## config.mk

```make
export PLATFORM = sky130hd
export DESIGN_NAME = uart_tx_arbiter
export DESIGN_NICKNAME = d
export VERILOG_FILES = /design/src/rtl/uart_pkg.sv /design/src/rtl/rr_pick.sv /design/src/rtl/uart_tx_arbiter.sv
export SDC_FILE = /design/constraint.sdc
export NUM_CORES = 1
export LEC_CHECK = 0
export ABC_CLOCK_PERIOD_IN_PS = 2300
export CELL_PAD_IN_SITES_DETAIL_PLACEMENT = 1
export CELL_PAD_IN_SITES_GLOBAL_PLACEMENT = 1
export CORE_MARGIN = 1.5
export CORE_UTILIZATION = 31
export CTS_CLUSTER_DIAMETER = 30
export DETAILED_ROUTE_END_ITERATION = 8
export GPL_TIMING_DRIVEN = 1
export PLACE_DENSITY = 0.88
export SKIP_LAST_GASP = 1
export SYNTH_ARGS = -nofsm -noshare
export SYNTH_HDL_FRONTEND = slang
export SYNTH_HIERARCHICAL = 1
export SYNTH_SLANG_ARGS = --single-unit
```

## constraint.sdc

```tcl
create_clock -name clk -period 2.3 [get_ports clk]
set_input_delay 0.46 -clock clk [delete_from_list [all_inputs] [get_ports clk]]
set_output_delay 0.46 -clock clk [all_outputs]
set_load 0.02 [all_outputs]
```

## src/rtl/uart_pkg.sv

```systemverilog
// Shared types and helpers for the UART transmit arbiter.
package uart_pkg;

    localparam int UART_DATA_WIDTH = 8;

    typedef enum logic [1:0] {
        IDLE,
        LOAD,
        SEND,
        DRAIN
    } arb_state_e;

    // Modular add for requester indices; a and b are always below n.
    function automatic int wrap_add(input int a, input int b, input int n);
        int s;
        s = a + b;
        return (s >= n) ? s - n : s;
    endfunction

endpackage

```

## src/rtl/rr_pick.sv

```systemverilog
// Combinational round-robin search: first set request at or above rr_ptr, with wrap.
module rr_pick
    import uart_pkg::*;
#(
    parameter int NUM_REQ = 4,
    parameter int IDW     = $clog2(NUM_REQ)
) (
    input  logic [NUM_REQ-1:0] req,
    input  logic [IDW-1:0]     rr_ptr,
    output logic [IDW-1:0]     grant_index,
    output logic               any
);

    always_comb begin
        int idx;
        grant_index = '0;
        any         = 1'b0;
        idx         = 0;
        for (int i = 0; i < NUM_REQ; i++) begin
            idx = wrap_add(int'(rr_ptr), i, NUM_REQ);
            if (!any && req[idx]) begin
                any         = 1'b1;
                grant_index = IDW'(idx);
            end
        end
    end

endmodule

```

## src/rtl/uart_tx_arbiter.sv

```systemverilog
// Round-robin arbiter sharing one uart_tx between NUM_REQ byte producers,
// with per-grant packet locking capped at MAX_BURST bytes.
module uart_tx_arbiter
    import uart_pkg::*;
#(
    parameter int  DATA_WIDTH = UART_DATA_WIDTH,
    parameter int  NUM_REQ    = 4,
    parameter int  MAX_BURST  = 16,
    localparam int IDW        = $clog2(NUM_REQ),
    localparam int BCW        = $clog2(MAX_BURST + 1)
) (
    input  logic                  clk,
    input  logic                  rstn,
    input  logic [NUM_REQ-1:0]    req_valid,
    input  logic [DATA_WIDTH-1:0] req_data [NUM_REQ],
    input  logic [NUM_REQ-1:0]    req_last,
    output logic [NUM_REQ-1:0]    req_ready,
    output logic [DATA_WIDTH-1:0] tx_data,
    output logic                  tx_valid,
    input  logic                  tx_ready,
    output logic [IDW-1:0]        grant_id,
    output logic                  busy
);

    arb_state_e            state_q;
    logic [IDW-1:0]        rr_ptr_q;
    logic [IDW-1:0]        grant_q;
    logic [BCW-1:0]        burst_q;
    logic                  last_q;
    logic [DATA_WIDTH-1:0] tx_data_q;
    logic                  tx_valid_q;

    logic [IDW-1:0]        pick_idx;
    logic                  pick_any;
    logic [IDW-1:0]        ptr_next_d;
    logic [BCW-1:0]        burst_d;

    rr_pick #(
        .NUM_REQ (NUM_REQ),
        .IDW     (IDW)
    ) u_rr_pick (
        .req         (req_valid),
        .rr_ptr      (rr_ptr_q),
        .grant_index (pick_idx),
        .any         (pick_any)
    );

    // Priority always rotates to the requester just past the one released.
    assign ptr_next_d = IDW'(wrap_add(int'(grant_q), 1, NUM_REQ));
    assign burst_d    = burst_q + BCW'(1);

    always_ff @(posedge clk or negedge rstn) begin
        if (!rstn) begin
            state_q    <= IDLE;
            rr_ptr_q   <= '0;
            grant_q    <= '0;
            burst_q    <= '0;
            last_q     <= 1'b0;
            tx_data_q  <= '0;
            tx_valid_q <= 1'b0;
        end else begin
            case (state_q)
                IDLE: begin
                    if (pick_any) begin
                        grant_q <= pick_idx;
                        burst_q <= '0;
                        state_q <= LOAD;
                    end
                end
                LOAD: begin
                    if (req_valid[grant_q]) begin
                        tx_data_q  <= req_data[grant_q];
                        last_q     <= req_last[grant_q];
                        tx_valid_q <= 1'b1;
                        state_q    <= SEND;
                    end else begin
                        rr_ptr_q <= ptr_next_d;
                        state_q  <= IDLE;
                    end
                end
                SEND: begin
                    // tx_ready falling is the transmitter's acceptance of the byte.
                    if (!tx_ready) begin
                        tx_valid_q <= 1'b0;
                        state_q    <= DRAIN;
                    end
                end
                DRAIN: begin
                    if (tx_ready) begin
                        burst_q <= burst_d;
                        if (last_q || burst_d == BCW'(MAX_BURST)) begin
                            rr_ptr_q <= ptr_next_d;
                            state_q  <= IDLE;
                        end else begin
                            state_q <= LOAD;
                        end
                    end
                end
                default: state_q <= IDLE;
            endcase
        end
    end

    always_comb begin
        req_ready = '0;
        if (state_q == LOAD) begin
            req_ready[grant_q] = req_valid[grant_q];
        end
    end

    assign tx_data  = tx_data_q;
    assign tx_valid = tx_valid_q;
    assign grant_id = grant_q;
    assign busy     = (state_q != IDLE);

endmodule
```

# After elaboration in Yosys (flattened, before gate mapping)
# Index checks and enable logic that the tools add are counted.
word_totals:
  register_bits: 21
  output_inout_bits: 16
op_classes:
  eq_ne: 10
  n_mux: 51
  add_sub_neg: 10
  bitwise: 2
  order_cmp: 12
  n_reduce_logical: 19
op_table:
  columns: ["operator", "n"]
  rows:
  - ["32-bit by 4-bit less-than comparator with 1-bit output, second input constant", 4]
  - ["32-bit 2-to-1 mux", 4]
  - ["32-bit by 4-bit greater-or-equal comparator with 1-bit output, second input constant", 3]
  - ["32-bit by 4-bit subtractor with 32-bit output, second input constant", 3]
  - ["2-bit 2-to-1 mux", 12]
  - ["1-bit 2-to-1 mux", 18]
  - ["8-bit binary-select mux with 2-bit select", 1]
  - ["8-bit 2-to-1 mux", 2]
  - ["1-bit binary-select mux with 2-bit select", 6]
  - ["2-bit inequality test, second input constant", 6]
  - ["5-bit 2-to-1 mux", 2]
  - ["5-bit one-hot mux with 2 select lines", 1]
  - ["3-bit AND reduction", 3]
  - ["2-bit one-hot mux with 4 select lines", 1]
  - ["2-bit nonzero test", 4]
  - ["2-bit by 1-bit adder with 3-bit output, second input constant", 2]
  - ["2-bit by 2-bit adder with 3-bit output, second input constant", 2]
  - ["3-bit greater-or-equal comparator, second input constant", 2]
  - ["5-bit by 1-bit adder with 5-bit output, second input constant", 1]
  - ["5-bit == test, second input constant", 1]
  - ["4-bit AND", 1]
  - ["2-bit == test, second input constant", 2]
  - ["1-bit logical AND", 4]
  - ["4-bit 2-to-1 mux", 1]
  - ["other kinds (15)", 18]

# Logic depth before layout (Yosys ltp)
# Gate-level depths: netlist of run 1.
depth:
  word_depth: 17
  ltp_mapped: 6
  depth_no_buf: 6

# Cells and area by module
# Netlist of run 1, hierarchy kept.
modules_own_cells:
  columns: ["module", "seq_area_each_um2", "n_inst", "area_each_um2", "cells_each"]
  rows:
  - ["uart_tx_arbiter", 525.5, 1, 1282.5, 108]
  - ["rr_pick", 0.0, 1, 77.6, 15]

# Worst setup path before layout of run 1
# No wires, ideal clock.
synth_path:
  kind: "register -> output"
  start: "register grant_q[0], in the netlist grant_id[0]"
  end: "output port req_ready[0]"
  path_buffers: 0
  stages_incl_launch_ff: 4
  setup_slack_ps: 329
  required_ps: 1840
  arrival_time_ps: 1511
  cell_sequence: "dfrtp_1 mux4_2 and2_4 and3_1"
synth_between:
  elab_chain_len: 6
  elab_cells_between_ends: 9
synth_rtl:
  columns: ["element", "line_no", "rtl"]
  rows:
  - ["from (decl)", "uart_tx_arbiter.sv:27", "logic [IDW-1:0] grant_q;"]
  - ["from (signal assigned)", "uart_tx_arbiter.sv:65", "grant_q <= pick_idx;"]
  - ["2-bit by 3-bit less-than comparator with 1-bit output (implied by the code) or 2-bit by 1-bit greater-or-equal comparator with 1-bit output (tied branches)", "uart_tx_arbiter.sv:107", "req_ready[grant_q] = req_valid[grant_q];"]
  - ["1-bit logical AND (implied by the code)", "uart_tx_arbiter.sv:107", null]
  - ["1-bit 2-to-1 mux (implied by the code)", "uart_tx_arbiter.sv:107", null]
  - ["1-bit demux with 2-bit select", "uart_tx_arbiter.sv:107", null]
  - ["4-bit AND (no line) *", null, null]
  - ["4-bit 2-to-1 mux *", "uart_tx_arbiter.sv:106", "if (state_q == LOAD) begin"]
  - ["to (decl)", "uart_tx_arbiter.sv:17", "output logic [NUM_REQ-1:0] req_ready,"]
# Every way passes the cells marked *; elsewhere a longest branch is shown, timed or not. The select of a mux whose other input is x is not followed.

# Worst setup path after layout of run 1
layout_path:
  start: "register state_q[0]"
  end: "output port busy"
layout_between:
  elab_chain_len: 1
layout_rtl:
  columns: ["element", "line_no", "rtl"]
  rows:
  - ["from (decl)", "uart_tx_arbiter.sv:25", "arb_state_e state_q;"]
  - ["from (signal assigned)", "uart_tx_arbiter.sv:54", "state_q <= IDLE;"]
  - ["from (signal assigned)", "uart_tx_arbiter.sv:67", "state_q <= LOAD;"]
  - ["from (signal assigned)", "uart_tx_arbiter.sv:75", "state_q <= SEND;"]
  - ["2-bit nonzero test", "uart_tx_arbiter.sv:114", "assign busy = (state_q != IDLE);"]
  - ["to (decl)", "uart_tx_arbiter.sv:22", "output logic busy"]
# Every way passes these cells.

==> metrics.cfg, run 1 <==
[timing]
setup_viol = 0
slew_headroom_pct = 66.5
timing.hold.ws_ns = 0.505
layout_min_cycle_time_ns = 2.21
report.final.hold_viol_count = 0
fin_crit_sh_pct = 96.0
rsz0062_at_grt = false
slew_viol_final = 0
skew_ns = 0.00215
worst_slew_pin_slew_ns = 0.502
tns_ns = 0
max_freq_mhz = 453

[pwr]
power.density_mw_per_mm2 = 1070
switchingPower_mw = 0.940
clockPowerShare_pct = 11.1
p_leak_nw = 0.893
switching_share_pct = 41.2
combPwrFrac_pct = 58.4
seq_power_share_pct = 30.5
internal_power_mw = 1.34
vdd.ir_drop.worst_uv = 361

[floorplan]
fp-row-count = 23
die_area_mm2 = 0.00479
dieWidth_um = 69.2
die_height_um = 69.2
start_util_pct = 33.0
coreArea_mm2 = 0.00412
io_pins = 59

[route]
dr.pass1.iters = 4
drt-total-wl_mm = 4.50
via_per_inst = 5.25
ant_nets = 0
dr_total_vias = 1270
drt_iter0_drc = 50
drc = 0
routedWlPerCell_um = 18.6

[yosys]
synth_warnings = 6
yosysSeqAreaShare_pct = 38.6
synthDistinctLibCells = 34
syn_nets = 171
synth_area_per_cell_um2 = 11.1
synth_enable_flop_cells = 0
synth-async-reset-ratio_pct = 100
postSynthCellCount = 123
synth-seq-cells = 21
synth.cell_area_mm2 = 0.00136
ys_dominant_reg_cell = dfrtp_1

[clock_network]
cts-resized-gates = 32
cts_max_level = 1
cts_num_sinks = 21
clk_latency_ns = 0.26
numCtsBuffers = 3
path_clk_slew_ns = 0.08
cts_tree = built
clockBufferDepth = 2
postCtsHoldBufs = 0
cts_root_buffer = clkbuf_8
cts_setup_buffers = 0

[place]
place_hpwl_mm = 3.50
place_congestion = 0.737
place.port_buffers = 58

[hold_path]
min_path_type = register to register
hold_depth = 1

[global_routing]
grt_max_degree = 22
grt_pass1_wl_mm = 7.33
antenna_found_initial = 0
grt_pass1_vias = 1399
grt-ovfl-total = 0
grt_usage_pct = 19.3

[finish]
final_common_cell = clkdlybuf4s50_1
n_antenna_cell = 0
final_cell_mix = clkdlybuf4s50_1 (50), dfrtp_1 (21), a21oi_1 (14)
layout-area-overhead-vs-synth_pct = 56.4
nNetsFinal = 241
final_layout_size_suffix_gt1_share_pct = 20.8

[critical_path]
worstPathArrival_ns = 1.75
endpoint_kind = output pin
worstPathMaxFanout = 15
r2r.worst_path.cells = 5
required_ns = 1.84
worst_setup_path_start_kind = register
path_class = register to output pin

[outcome]
status = finished, final reports clean

[run]
maxCapViolations = 0

## logic make-up (layout without fill, tap and decap cells)
kind of cell | count (synthesis) | count (layout) | share of synthesized area [%]
AOI/OAI and AO/OA | 27 | 27 | 11.7
buffers and inverters | 13 | 82 | 4.51
and+or+nand+nor | 35 | 35 | 14.2
muxes | 22 | 22 | 26.4
DFF | 21 | 21 | 38.6
adders and majority gates | 5 | 5 | 4.60
## synthesized netlist by cell type (2+ instances only)
cell type,instances,share of area (%)
dfrtp_1,21,39
a21oi_1,14,5.2
mux2_1,11,9.1
mux4_2,10,17
nand2_1,9,2.5
inv_1,7,1.9
nor2_1,6,1.7
o21ai_0,6,2.2
ha_1,5,4.6
and3_1,4,1.8
nor3_1,3,1.1
clkbuf_1,2,0.55
nand3_1,2,0.74
nor2b_1,2,0.92
or2_2,2,0.92
## through the flow
stage / power [mW] / util [%] / worst slack, ns / instance area (um^2) / instances
2_1_floorplan: 1.46 / - / 0.329 / 1360 / 123
3_3_place_gp: 1.93 / 50.1 / -0.419 / 2060 / 238
3_5_place_dp: 2.02 / 50.1 / -0.453 / 2060 / 238
4_1_cts: 2.31 / 51.7 / 0.0876 / 2130 / 242
5_1_grt: 2.44 / 51.7 / 0.0344 / 2130 / 242
6_report: 2.28 / 51.7 / 0.0926 / 2130 / 242
## critical path: stages (launching register included)
cell and delay, ns:
dfrtp_1 0.57, or2_2 0.37, clkdlybuf4s50_1 0.54
## area by class of cell
cell class                 instances  area (um^2)
fill                             453         1990
multi-input combinational         89          793
inverter                           8         30.0
timing repair buffer              70          671
clock buffer                       4         45.0
sequential                        21          526
tap                               50         62.6
## registers in the layout, indices dropped and copies added (netlist names), named ones only
name      flops
grant_id      2
rr_ptr_q      2
burst_q       5
last_q        1
state_q       1
tx_data       8
tx_valid      1
## worst paths after layout
path | start | slack [ns] | end
setup / recovery | state_q[0] | 0.09 | busy
hold / removal | tx_data[3] | 0.50 | tx_data[3]
setup reg to reg | grant_id[0] | 0.44 | tx_data[2]
hold reg to reg | tx_data[3] | 0.50 | tx_data[3]
max in group asynchronous | rstn | 1.53 | state_q[0]
min in group asynchronous | rstn | 0.54 | tx_valid
## power by group through the flow
| stage | sequential, mW | clock [mW] | combinational (mW) |
|---|---|---|---|
| after floorplan | 0.767 | 0 | 0.692 |
| after global placement | 0.679 | 0 | 1.25 |
| after detailed placement | 0.699 | 0 | 1.32 |
| after CTS | 0.698 | 0.259 | 1.35 |
| after global routing | 0.726 | 0.272 | 1.44 |
| final | 0.696 | 0.254 | 1.33 |
## layer usage
metal / track usage (%) / wire (um) / vias up
li1: - / - / 590
met1: 22.2 / 1780 / 647
met2: 37.4 / 2540 / 29
met3: 2.18 / 118 / 4
met4: 4.79 / 63 / 0
met5: 0 / 0 / -
Power figures use the tool's default switching activity.
==> run 2, diff against run 1 <==
--- a/config.mk
+++ b/config.mk
@@ -8,7 +8,6 @@
 export ABC_CLOCK_PERIOD_IN_PS = 2300
 export CELL_PAD_IN_SITES_DETAIL_PLACEMENT = 1
 export CELL_PAD_IN_SITES_GLOBAL_PLACEMENT = 1
-export CORE_MARGIN = 1.5
 export CORE_UTILIZATION = 31
 export CTS_CLUSTER_DIAMETER = 30
 export DETAILED_ROUTE_END_ITERATION = 8
==> run 2 against run 1 <==
  * Fmax is 0.83% higher
  * Hold slack worse by 0.0056 ns
  * Sequential cell count stayed put
  * Via count is 2.7% higher
  * Total power is 0.23% lower
  * First-iteration DRC count is 58% higher
  * Wire length is 2.0% lower
  * Die area is 2.9% lower
  * Core utilization is 0.46 points lower
  * Sequential power is 1% higher
  * Largest power group unchanged
==> metrics.cfg, run 2 (synthesized netlist as in run 1, its figures left out) <==
[floorplan]
fp-row-count = 23  ; unchanged
io_pins = 59  ; unchanged
coreArea_mm2 = 0.00412  ; unchanged
die_area_mm2 = 0.00466  ; -2.9%
dieWidth_um = 68.2  ; -1.4%
start_util_pct = 33.0  ; unchanged
die_height_um = 68.2  ; -1.4%

[finish]
layout-area-overhead-vs-synth_pct = 55.0
n_fill_cell = 452  ; -0.22%
final_common_cell = clkdlybuf4s50_1
fin_cells = 241  ; -0.41%
largest_register_ffs = 8  ; unchanged
nNetsFinal = 240  ; -0.41%
final_layout_size_suffix_gt1_share_pct = 18.8  ; -2.0 points
n_antenna_cell = 0  ; unchanged
final_cell_mix = clkdlybuf4s50_1 (50), dfrtp_1 (21), a21oi_1 (14)

[timing]
worst_slew_pin_slew_ns = 0.489  ; -0.0138 ns
layout_min_cycle_time_ns = 2.19  ; -0.0181 ns
report.final.hold_viol_count = 0  ; unchanged
rsz0062_at_grt = false
slew_headroom_pct = 67.4  ; +0.92 points
slew_viol_final = 0  ; unchanged
tns_ns = 0  ; unchanged
max_freq_mhz = 457  ; +0.83%
setup_viol = 0  ; unchanged
skew_ns = 0.000925  ; -0.00123 ns
fin_crit_sh_pct = 95.2  ; -0.79 points

[global_routing]
grt_usage_pct = 20.5  ; +1.2 points
grt_pass1_wl_mm = 6.87  ; -6.4%
grt-ovfl-total = 0  ; unchanged
grt_pass1_vias = 1347  ; -3.7%
antenna_found_initial = 0  ; unchanged
grt_max_degree = 22  ; unchanged

[route]
drc = 0  ; unchanged
ant_nets = 0  ; unchanged
dr.pass1.iters = 4  ; unchanged
routedWlPerCell_um = 18.3  ; -1.6%
dr_total_vias = 1304  ; +2.7%
drt-total-wl_mm = 4.41  ; -2.0%
drt_iter0_drc = 79  ; +58%
via_per_inst = 5.41  ; +3.1%

[place]
place.port_buffers = 58  ; unchanged
place_hpwl_mm = 3.44  ; -1.7%
dpl.cell_count = 236  ; -0.84%
place_congestion = 0.783  ; +6.3%

[clock_network]
cts_root_buffer = clkbuf_8
path_clk_slew_ns = 0.08  ; about the same
cts_max_level = 1  ; unchanged
cts_num_sinks = 21  ; unchanged
clockBufferDepth = 2  ; unchanged
numCtsBuffers = 3  ; unchanged
cts_tree = built
clk_latency_ns = 0.26  ; about the same

[critical_path]
slowest_delay_ns = 0.56  ; about the same
cp_cell_sequence = or2_2, clkdlybuf4s50_1
worst_setup_path_start_kind = register
required_ns = 1.84  ; about the same
cp_slowest_cell = dfrtp_1
worstPathArrival_ns = 1.73  ; -0.02 ns
worstPathMaxFanout = 16  ; +1
path_class = register to output pin
endpoint_kind = output pin

[pwr]
vdd.ir_drop.worst_uv = 404  ; +12%
p_leak_nw = 0.902  ; +1.0%
clockPowerShare_pct = 11.1  ; about the same
switchingPower_mw = 0.932  ; -0.83%
switching_share_pct = 40.9  ; -0.25 points
seq_power_share_pct = 30.9  ; +0.4 points
internal_power_mw = 1.34  ; +0.19%
combPwrFrac_pct = 58.0  ; -0.4 points
power.density_mw_per_mm2 = 1080  ; +0.66%

[outcome]
status = finished, final reports clean

[hold_path]
min_path_type = register to register

[run]
maxCapViolations = 0  ; unchanged

run 2: path summary, 6_finish.rpt:
check / from / endpoint / slack [ns] / depth (start not counted)
worst max register to register: grant_id[0] / tx_data[1] / 0.33 / 6
max in group asynchronous: rstn / burst_q[0] / 1.53 / 2
worst min register to register: tx_data[0] / tx_data[0] / 0.50 / 1
worst min-delay path: tx_data[0] / tx_data[0] / 0.50 / 1
worst max-delay path: state_q[0] / busy / 0.11 / 2
min in group asynchronous: rstn / tx_valid / 0.55 / 2
run 2: power by group through the flow:
stage          combinational (mW)  sequential (mW)  clock, mW
2_1_floorplan               0.692            0.767          0
3_3_place_gp                 1.25            0.681          0
3_5_place_dp                 1.31            0.702          0
4_1_cts                      1.33            0.700      0.260
5_1_grt                      1.43            0.727      0.275
6_report                     1.32            0.703      0.253
run 2: through the flow:
step	setup WS (ns)	utilization, %	cell area (um^2)	total power, mW	hold WS [ns]
global route	0.0554	51.2	2110	2.43	0.517
global placement	-0.468	49.7	2050	1.93	0.477
CTS	-0.0158	51.0	2100	2.29	0.506
finish	0.111	51.2	2110	2.28	0.499
floorplan	0.329	-	1360	1.46	0.164
detailed placement	-0.519	49.7	2050	2.02	0.484
run 2: critical path: cells and delay by family, from the launching register on:
family        cells  cell delay [ns]
simple gates      1             0.37
flops             1             0.56
buf+inv           1             0.53
run 2: area by class of cell:
| cell class | instances | area [um^2] | area share [%] |
|---|---|---|---|
| Clock buffer | 4 | 45.0 | 2.14 |
| Multi-Input combinational cell | 89 | 778 | 36.9 |
| Sequential cell | 21 | 526 | 24.9 |
| Timing Repair Buffer | 69 | 667 | 31.6 |
| Tap cell | 50 | 62.6 | 2.97 |
| Inverter | 8 | 30.0 | 1.42 |
run 2: timing repair:
item | 4_1_cts | 5_1_grt
endpoints found under the hold margin | 0 | 0
hold buffers | 0 | 0
pin swaps | 1 | 0
setup buffers | 0 | 1
resized for setup | 28 | 1
cloned | 0 | 0
setup endpoints to repair | 4 | 4
run 2: layer usage:
layer / vias up / GRT usage (%) / routed length, um
met2: 46 / 36.4 / 2350
met4: 0 / 9.11 / 123
met1: 663 / 23.9 / 1740
li1: 585 / - / -
met3: 10 / 3.33 / 197
met5: - / 0 / 0
